==> src/rtl/risc_lsu.sv <==
// risc_lsu: RV32I load/store unit bridging execute to a req/gnt/rvalid data memory bus.
// One transaction in flight; errors answer without touching memory.
module risc_lsu #(
    parameter int XLEN        = 32,
    parameter int MEM_TIMEOUT = 64
) (
    input  logic            clk,
    input  logic            rst_n,
    input  logic            req_valid,
    output logic            req_ready,
    input  logic            req_we,
    input  logic [2:0]      req_funct3,
    input  logic [XLEN-1:0] req_addr,
    input  logic [XLEN-1:0] req_wdata,
    input  logic [4:0]      req_rd,
    output logic            mem_req,
    output logic            mem_we,
    output logic [XLEN-1:0] mem_addr,
    output logic [XLEN-1:0] mem_wdata,
    output logic [3:0]      mem_be,
    input  logic            mem_gnt,
    input  logic            mem_rvalid,
    input  logic [XLEN-1:0] mem_rdata,
    output logic            rsp_valid,
    output logic [XLEN-1:0] rsp_rdata,
    output logic [4:0]      rsp_rd,
    output logic            rsp_err,
    output logic [1:0]      rsp_err_code
);
    localparam int CW = $clog2(MEM_TIMEOUT + 2);
    localparam logic [CW-1:0] TLAST = CW'(MEM_TIMEOUT - 1);

    typedef enum logic [1:0] {IDLE, REQ, WAIT, RESP} state_t;
    state_t state, state_n;

    logic            we_q;
    logic [2:0]      f3_q;
    logic [1:0]      addr_q;
    logic [4:0]      rd_q;
    logic [1:0]      code_q;
    logic [XLEN-1:0] rdata_q;
    logic [CW-1:0]   cnt;
    logic            accept, illegal, misaligned, expire, to_hit;
    logic [XLEN-1:0] st_data, lane, ld_data;
    logic [3:0]      st_be;

    assign accept     = req_valid && state == IDLE;
    assign illegal    = req_funct3 == 3'b011 || req_funct3[2:1] == 2'b11 || (req_funct3[2] && req_we);
    assign misaligned = (req_funct3[1:0] == 2'b01 && req_addr[0]) ||
                        (req_funct3[1:0] == 2'b10 && req_addr[1:0] != 2'b00);
    assign expire     = cnt >= TLAST;
    // A grant or read data in the expiring cycle takes priority over the timeout
    assign to_hit     = expire && ((state == REQ && !mem_gnt) || (state == WAIT && !mem_rvalid));

    assign st_data = req_funct3[1:0] == 2'b00 ? {4{req_wdata[7:0]}} :
                     req_funct3[1:0] == 2'b01 ? {2{req_wdata[15:0]}} : req_wdata;
    assign st_be   = req_funct3[1:0] == 2'b00 ? 4'b0001 << req_addr[1:0] :
                     req_funct3[1:0] == 2'b01 ? (req_addr[1] ? 4'b1100 : 4'b0011) : 4'b1111;

    assign lane    = mem_rdata >> {addr_q, 3'b000};
    assign ld_data = f3_q[1:0] == 2'b00 ? {{24{~f3_q[2] & lane[7]}}, lane[7:0]} :
                     f3_q[1:0] == 2'b01 ? {{16{~f3_q[2] & lane[15]}}, lane[15:0]} : lane;

    always_comb begin
        state_n = state;
        case (state)
            IDLE: state_n = accept ? ((illegal || misaligned) ? RESP : REQ) : IDLE;
            REQ:  state_n = mem_gnt ? (we_q ? RESP : WAIT) : (expire ? RESP : REQ);
            WAIT: state_n = (mem_rvalid || expire) ? RESP : WAIT;
            default: state_n = IDLE;
        endcase
    end

    always_ff @(posedge clk or negedge rst_n) begin
        if (!rst_n) begin
            state     <= IDLE;
            we_q      <= 1'b0;
            f3_q      <= '0;
            addr_q    <= '0;
            rd_q      <= '0;
            code_q    <= '0;
            rdata_q   <= '0;
            cnt       <= '0;
            mem_we    <= 1'b0;
            mem_addr  <= '0;
            mem_wdata <= '0;
            mem_be    <= '0;
        end else begin
            state <= state_n;
            if (accept) begin
                we_q      <= req_we;
                f3_q      <= req_funct3;
                addr_q    <= req_addr[1:0];
                rd_q      <= req_rd;
                code_q    <= illegal ? 2'd2 : misaligned ? 2'd1 : 2'd0;
                rdata_q   <= '0;
                cnt       <= '0;
                mem_we    <= req_we;
                mem_addr  <= {req_addr[XLEN-1:2], 2'b00};
                mem_wdata <= req_we ? st_data : '0;
                mem_be    <= req_we ? st_be : '0;
            end
            if (state == REQ || state == WAIT)
                cnt <= cnt + CW'(1);
            if (to_hit)
                code_q <= 2'd3;
            if (state == WAIT && mem_rvalid)
                rdata_q <= ld_data;
        end
    end

    assign req_ready    = state == IDLE;
    assign mem_req      = state == REQ;
    assign rsp_valid    = state == RESP;
    assign rsp_err      = rsp_valid && code_q != 2'd0;
    assign rsp_err_code = rsp_valid ? code_q : 2'd0;
    assign rsp_rdata    = (rsp_valid && code_q == 2'd0) ? rdata_q : '0;
    assign rsp_rd       = (rsp_valid && code_q == 2'd0 && !we_q) ? rd_q : 5'd0;
endmodule

==> config.mk <==
export PLATFORM = sky130hd
export DESIGN_NAME = risc_lsu
export DESIGN_NICKNAME = d
export VERILOG_FILES = /design/src/rtl/risc_lsu.sv
export SDC_FILE = /design/constraint.sdc
export NUM_CORES = 1
export LEC_CHECK = 0
export ABC_AREA = 1
export CAP_MARGIN = 20
export CORE_MARGIN = 2
export CORE_UTILIZATION = 45
export CTS_CLUSTER_SIZE = 14
export DETAILED_ROUTE_END_ITERATION = 8
export GPL_TIMING_DRIVEN = 1
export PLACE_DENSITY = 0.81
export SYNTH_ARGS = -nofsm -noshare
export SYNTH_HDL_FRONTEND = slang
export SYNTH_SLANG_ARGS = --single-unit
==> constraint.sdc <==
create_clock -name clk -period 1.8 [get_ports clk]
set_clock_uncertainty 0.2 [all_clocks]
set_input_delay 0.18 -clock clk [delete_from_list [all_inputs] [get_ports clk]]
set_output_delay 0.18 -clock clk [all_outputs]
set_load 0.05 [all_outputs]
==> results of run 1 <==
flip-flops by register name, indices dropped and copies added (netlist names):
signal,cells
code_q,2
rd_q,5
mem_wdata,32
mem_be,4
state,2
we_q,1
addr_q,2
f3_q,3
mem_addr,30
cnt,7
rdata_q,32
cell families after synthesis:
family / count (synthesis) / share of synthesized area, %
AOI/OAI and AO/OA: 149 / 12.81
and+or+nand+nor: 396 / 26.28
adders and majority gates: 5 / 1.040
buffers and inverters: 135 / 9.771
xor gates and xnor gates: 1 / 0.1456
DFF: 120 / 49.90
other: 1 / 0.06231
path summary, 6_finish.rpt:
| check | end | startpoint | cells past startpoint |
|---|---|---|---|
| worst min register to register | rdata_q[27] | rdata_q[27] | 2 |
| worst max register to register | mem_wdata[14] | state[1] | 9 |
| min in group clk | mem_addr[15] | req_addr[15] | 3 |
| max in group asynchronous | mem_addr[17] | rst_n | 3 |
| worst max-delay path | rsp_rd[0] | state[1] | 6 |
| worst min-delay path | cnt[2] | rst_n | 2 |
per-stage QoR:
step                      setup TNS [ns]  instance area, sq um  std cells  hold slack [ns]
after detailed placement       -0.008239                  8685       1189         -0.07388
after global routing              -15.63                  9851       1240          0.08864
after CTS                         -11.37                  9447       1222          0.06231
after global placement                 0                  8685       1189         -0.07155
final                             -11.54                  9851       1240          0.07793
after floorplan                  -0.7031                  6392        808          -0.3156
where the power goes:
part | leakage, nW | switching (mW) | internal, mW
clock | 0.282 | 1.31 | 2.18
combinational | 2.96 | 6.39 | 3.15
sequential | 1.54 | 0.728 | 3.85
total | 4.78 | 8.43 | 9.18
synth_stat cells, drive strengths merged:
library cell  count  area [sq um]
clkinv            1         3.750
xor2              1         8.760
o21bai            8         60.06
nand2           291          1110
ha                5         62.56
dfrtp           120          3003
nand3            47         235.2
buf              22         161.4
a21oi            17         85.08
nor2             54         202.7
o21ai           121         605.6
inv              90         340.3
clkbuf           22         82.58
a22oi             1         7.510
nand4             1         12.51
or2               1         6.260
conb              1         3.750
o22ai             1         6.260
nor3              2         15.01
a31oi             1         6.260
layer usage:
metal | share of wire (%) | wire (microns) | track usage (%)
met5 | 0 | 0 | 0
met3 | 7.4 | 1434 | 7.462
met4 | 2.5 | 487 | 10.15
met2 | 51 | 9893 | 45.00
met1 | 39 | 7577 | 31.53
timing repair:
action	in CTS	in global routing
gates resized for setup	39	67
setup endpoints to repair	43	97
pin swaps	1	11
cloned	0	9
setup buffers	1	10
hold buffers	1	0
endpoints found under the hold margin	120	0
layout make-up:
| cell class | instances | area share, % |
|---|---|---|
| Tap cell | 176 | 2.235 |
| Multi-Input combinational cell | 557 | 30.06 |
| Inverter | 91 | 3.620 |
| Timing Repair Buffer | 265 | 27.50 |
| Sequential cell | 120 | 30.50 |
| Clock buffer | 17 | 4.319 |
| Clock inverter | 14 | 1.766 |
==> parameters.txt, run 1 <==
Parameter                              Value

Min path
  Hold crit path type    input pin to async pin

Floorplanning
  Initial Utilization    a little under half
  Core area    13140 sq um
  Die area    14310 sq um
  Die W    119.6 microns
  Floorplan row count    42
  I/O pin cnt    about 220
  Height of the die    about 120 microns

Route
  ANT nets after route    0
  Overall via count from detail_route    6365
  Detail-routed via count per cell    5.133
  Total wirelength of the detailed-routed design    between 15000 and 20000 microns
  Drt first pass iters    6
  Detailed-route wire length per cell    around 16 microns
  DRC viols    0
  DRC marker count from the first detailed-route iteration    545

Worst setup path
  Launching element type of the critical path    register
  Worst path buffer plus inverter count    2
  Critical path's largest stage delay    0.41 ns
  Cell with the largest stage delay on the worst path    sky130_fd_sc_hd__dfrtp_1
  Worst reg-to-reg setup slack    0.01 ns
  Critical path capture point type    primary output
  CP cell instances    ha_4 -> inv_2 -> nor3_4 -> nand2_2 -> nor2_4 -> buf_12
  Critical-path maximum fanout    5
  Worst endpoint data arrival time    approximately 1.8 ns
  Req. time, crit path    1.42 ns
  WS Path Type    register to primary output
  Cell type group with the largest total delay on the critical path    simple AND/OR/NAND/NOR gates

Logic synthesis
  Mapped Avg Cell Area    7.458 sq um
  Post-Synthesis Cells    807
  Register bit count reported by yosys    120
  Fraction of the yosys area taken by sequential cells    49.90%
  Count of unique library cells instantiated by Yosys    29
  Synthesized area    6018 sq um
  Warnings from Yosys    0

Cells and area
  Proportion of layout cells with a drive suffix above 1    25.00%
  Filler instances    911
  End-of-flow core utilization    74.98%
  Flip-flop and latch area    approximately 3000 sq um
  Leading cell types in the layout, fill and taps excluded    sky130_fd_sc_hd__nand2_1 (282), sky130_fd_sc_hd__dfrtp_1 (119), sky130_fd_sc_hd__clkdlybuf4s50_1 (108)
  Post-layout nets    between 1000 and 1500
  Most common cell after layout, fill and taps aside    sky130_fd_sc_hd__nand2_1
  Total inserted antenna cells    0
  Area overhead of the layout relative to synthesis    63.68%
  Footprint of the multi-input gates    2962 sq um

Timing
  RSZ-0062 raised after global routing    yes
  Final Max Tran Viols    0
  Count of endpoints failing hold in the final timing report    0
  Max Fclk    469.1 MHz
  Number of setup violations in the final report    41
  Tcrit/Tclk final    118.4%
  Final setup margin    -0.3319 ns
  Min Clock Period, post-route    2.132 ns

Global routing
  Overflow after GRT    0
  Pin count of the biggest net entering global routing    between 40 and 50
  Global-route wire length before repair    29700 microns
  Number of global-route vias before repair    about 6200
  Initial antenna violation count    0
  Global Route Usage Sum    26.34%

Power
  Worst IR Drop VDD    1.397 mV
  Total leakage power    4.784 nW
  Power density cells    1788 nW/um^2
  Final total power    17.62 mW

Clock network
  Clock insertion delay at the later pin of the skew report    0.41 ns
  Root buffer cell    sky130_fd_sc_hd__clkbuf_16
  CTS tree    yes
  Number of buffers created by CTS    17
  H-tree depth    4
  Number of buffers between clock root and the deepest sink    2
  Clock transition at path regs    0.06 ns
  Number of sinks handled by clock tree synthesis    120

Flow run
  Number of violations of the max-capacitance limit    0

Run status
  Status    finished with violations
  Violations in the final reports    setup timing

Place
  Post-DP HPWL    around 13000 microns
  Port Buffer Count    219
  Setup slack after placement    -0.008239 ns
  Routability congestion estimate    0.8784
Power figures use the tool's default switching activity.
==> run 2: changes to the inputs <==
--- a/config.mk
+++ b/config.mk
@@ -6,6 +6,7 @@
 export NUM_CORES = 1
 export LEC_CHECK = 0
 export ABC_AREA = 1
+export ABC_CLOCK_PERIOD_IN_PS = 1800
 export CAP_MARGIN = 20
 export CORE_MARGIN = 2
 export CORE_UTILIZATION = 45
==> results of run 2 <==
No change in the layout: final DEF, timing and power equal those of run 1.
==> run 3: changes to the inputs <==
--- a/config.mk
+++ b/config.mk
@@ -8,7 +8,7 @@
 export ABC_AREA = 1
 export ABC_CLOCK_PERIOD_IN_PS = 1800
 export CAP_MARGIN = 20
-export CORE_MARGIN = 2
+export CORE_MARGIN = 3
 export CORE_UTILIZATION = 45
 export CTS_CLUSTER_SIZE = 14
 export DETAILED_ROUTE_END_ITERATION = 8
==> run 3 against run 2 <==
Against the previous run: combinational power down 2%; register-to-register slack worse by 0.06 ns; wire length down 2.0%; worst hold slack better by 0.021 ns; die area up 3.4%; the flow still finishes with violations (setup timing); cell count down 0.97%; power down 2.5%; non-clock buffer count down 8; clock power down 6.3%; cell area down 2.0%; sequential share of layout area up 0.62 points; critical endpoint is now rsp_rdata[20]; first-iteration DRC count up 26%.
==> parameters.txt, run 3 (synthesis results as in run 1) <==
Parameter                              Value

Timing
  Final setup margin    -0.2962 ns
  Min Clock Period, post-route    2.096 ns
  Final Max Tran Viols    0
  Tcrit/Tclk final    116.5%
  RSZ-0062 raised after global routing    yes
  Slew Limit Headroom    around 66%
  Accumulated negative setup slack    -10.12 ns
  Transition time at the pin with the least slew margin    0.5103 ns
  Count of endpoints failing hold in the final timing report    0
  Hold_ws    0.09865 ns
  Max Fclk    477.1 MHz
  Number of setup violations in the final report    47

Global routing
  Overflow after GRT    0
  Global-route wire length before repair    29950 microns
  Pin count of the biggest net entering global routing    94
  Initial antenna violation count    0
  Global Route Usage Sum    roughly 26%
  Number of global-route vias before repair    6040

Place
  Post-DP HPWL    13050 microns
  Routability congestion estimate    0.9148
  Port Buffer Count    around 220

Floorplanning
  Core area    roughly 13000 sq um
  Floorplan row count    41
  I/O pin cnt    around 220
  Height of the die    ~120 microns
  Die area    14800 sq um
  Initial Utilization    46.93%
  Die W    121.6 microns

Route
  ANT nets after route    0
  Detail-routed via count per cell    5.089
  Met2 wire len    between 9000 and 10000 microns
  Drt first pass iters    6
  Total wirelength of the detailed-routed design    19010 microns
  DRC viols    0
  Highest layer used for signal routing    met4
  Detailed-route wire length per cell    15.48 microns
  Met1 WL    7401 microns
  Overall via count from detail_route    6249
  DRC marker count from the first detailed-route iteration    just under 700
  Met3 wirelength from detailed routing    ~1800 microns

Cells and area
  Largest registers    mem_wdata: 32 flops, rdata_q: 32 flops, mem_addr: 30 flops
  Post-layout nets    1158
  Filler instances    918
  Leading cell types in the layout, fill and taps excluded    sky130_fd_sc_hd__nand2_1 (281), sky130_fd_sc_hd__dfrtp_1 (120), sky130_fd_sc_hd__clkdlybuf4s50_1 (108)
  Proportion of layout cells with a drive suffix above 1    24.34%
  Total inserted antenna cells    0
  Area overhead of the layout relative to synthesis    60.35%
  End-of-flow core utilization    75.25%
  Most common cell after layout, fill and taps aside    sky130_fd_sc_hd__nand2_1

Clock network
  CTS tree    yes
  Number of sinks handled by clock tree synthesis    120
  Clock transition at path regs    approximately 0.060 ns
  Clock insertion delay at the later pin of the skew report    slightly above 0.4 ns
  Root buffer cell    sky130_fd_sc_hd__clkbuf_16
  H-tree depth    4
  Number of buffers created by CTS    17
  Number of buffers between clock root and the deepest sink    2

Power
  Total leakage power    roughly 4.7 nW
  Power density cells    approximately 1800 nW/um^2
  Worst IR Drop VDD    approximately 1.4 mV

Worst setup path
  Critical register-to-register path startpoint    state[0]
  WS Path Type    register to primary output
  Critical-path maximum fanout    10
  Critical path capture point type    primary output
  Cells on worst reg2reg path    9
  Source of the critical timing path    state[1]
  Worst reg-to-reg setup slack    -0.05 ns
  Launching element type of the critical path    register
  Worst endpoint data arrival time    1.72 ns
  Capture instance of the worst register-to-register path    rdata_q[27]
  Req. time, crit path    1.42 ns
  Last element of the critical path    rsp_rdata[20]

Flow run
  Number of violations of the max-capacitance limit    0

Run status
  Violations in the final reports    setup timing
  Status    finished with violations

Min path
  Hold crit path type    input pin to register
run 3: changes by cell type in the layout (fill, tap and decap cells not counted), sizes merged:
cell	change
buf	-7
bufinv	-2
clkbuf	+2
clkinv	-2
clkinvlp	+1
inv	+1
nand2	-1
run 3: report_power, final:
| group | total, mW | leakage, nW | internal [mW] | switching (mW) |
|---|---|---|---|---|
| clock | 3.27 | 0.266 | 1.99 | 1.28 |
| sequential | 4.57 | 1.54 | 3.85 | 0.722 |
| combinational | 9.35 | 2.90 | 3.02 | 6.33 |
| total | 17.2 | 4.71 | 8.85 | 8.33 |
run 3: what timing repair did:
item,4_1_cts,5_1_grt
buffers inserted,5,2
resized for setup,57,36
pin swaps,7,13
endpoints found under the setup margin,64,84
hold endpoints to repair,120,0
hold buffers,1,0
gates cloned,3,1
run 3: area by class of cell:
| class | count | area (sq um) | area share [%] |
|---|---|---|---|
| Tap cell | 172 | 215.2 | 2.230 |
| Timing Repair Buffer | 257 | 2584 | 26.77 |
| Inverter | 91 | 357.8 | 3.708 |
| Sequential cell | 120 | 3003 | 31.12 |
| Multi-Input combinational cell | 556 | 2918 | 30.23 |
| Clock inverter | 12 | 116.4 | 1.206 |
| Clock buffer | 20 | 456.7 | 4.732 |
run 3: through the flow:
stage | cells | setup slack [ns] | area, sq um | power [mW]
after floorplan | 808 | -0.04437 | 6392 | 10.56
after global placement | 1185 | 0.02740 | 8667 | 13.22
after detailed placement | 1185 | -0.01750 | 8667 | 13.37
after CTS | 1226 | -0.2781 | 9543 | 17.02
after global routing | 1228 | -0.4071 | 9651 | 18.16
final | 1228 | -0.2962 | 9651 | 17.18
run 3: critical path: stages (launching register included):
cell                        delay [ns]
sky130_fd_sc_hd__dfrtp_1          0.39
sky130_fd_sc_hd__ha_4             0.15
sky130_fd_sc_hd__inv_2            0.04
sky130_fd_sc_hd__nor3_4           0.14
sky130_fd_sc_hd__inv_2            0.12
sky130_fd_sc_hd__clkbuf_16        0.21
sky130_fd_sc_hd__nor2_4           0.09
sky130_fd_sc_hd__buf_6            0.16
run 3: per-layer routing:
| metal | up-vias | track usage [%] |
|---|---|---|
| li1 | 2997 | - |
| met1 | 2890 | 31.99 |
| met2 | 316 | 41.14 |
| met3 | 46 | 8.728 |
| met4 | 0 | 10.99 |
| met5 | - | 0 |
run 3: worst min-delay path by stage:
stage / from / endpoint / slack, ns / cells after the start
after global placement: rst_n / mem_addr[21] / 0.02 / 2
after global routing: req_addr[6] / mem_addr[6] / 0.10 / 3
after CTS: req_addr[6] / mem_addr[6] / 0.09 / 3
final: req_addr[6] / mem_addr[6] / 0.1 / 3
after detailed placement: rst_n / mem_addr[21] / 0.02 / 2
after floorplan: rst_n / addr_q[0] / -0.32 / 0
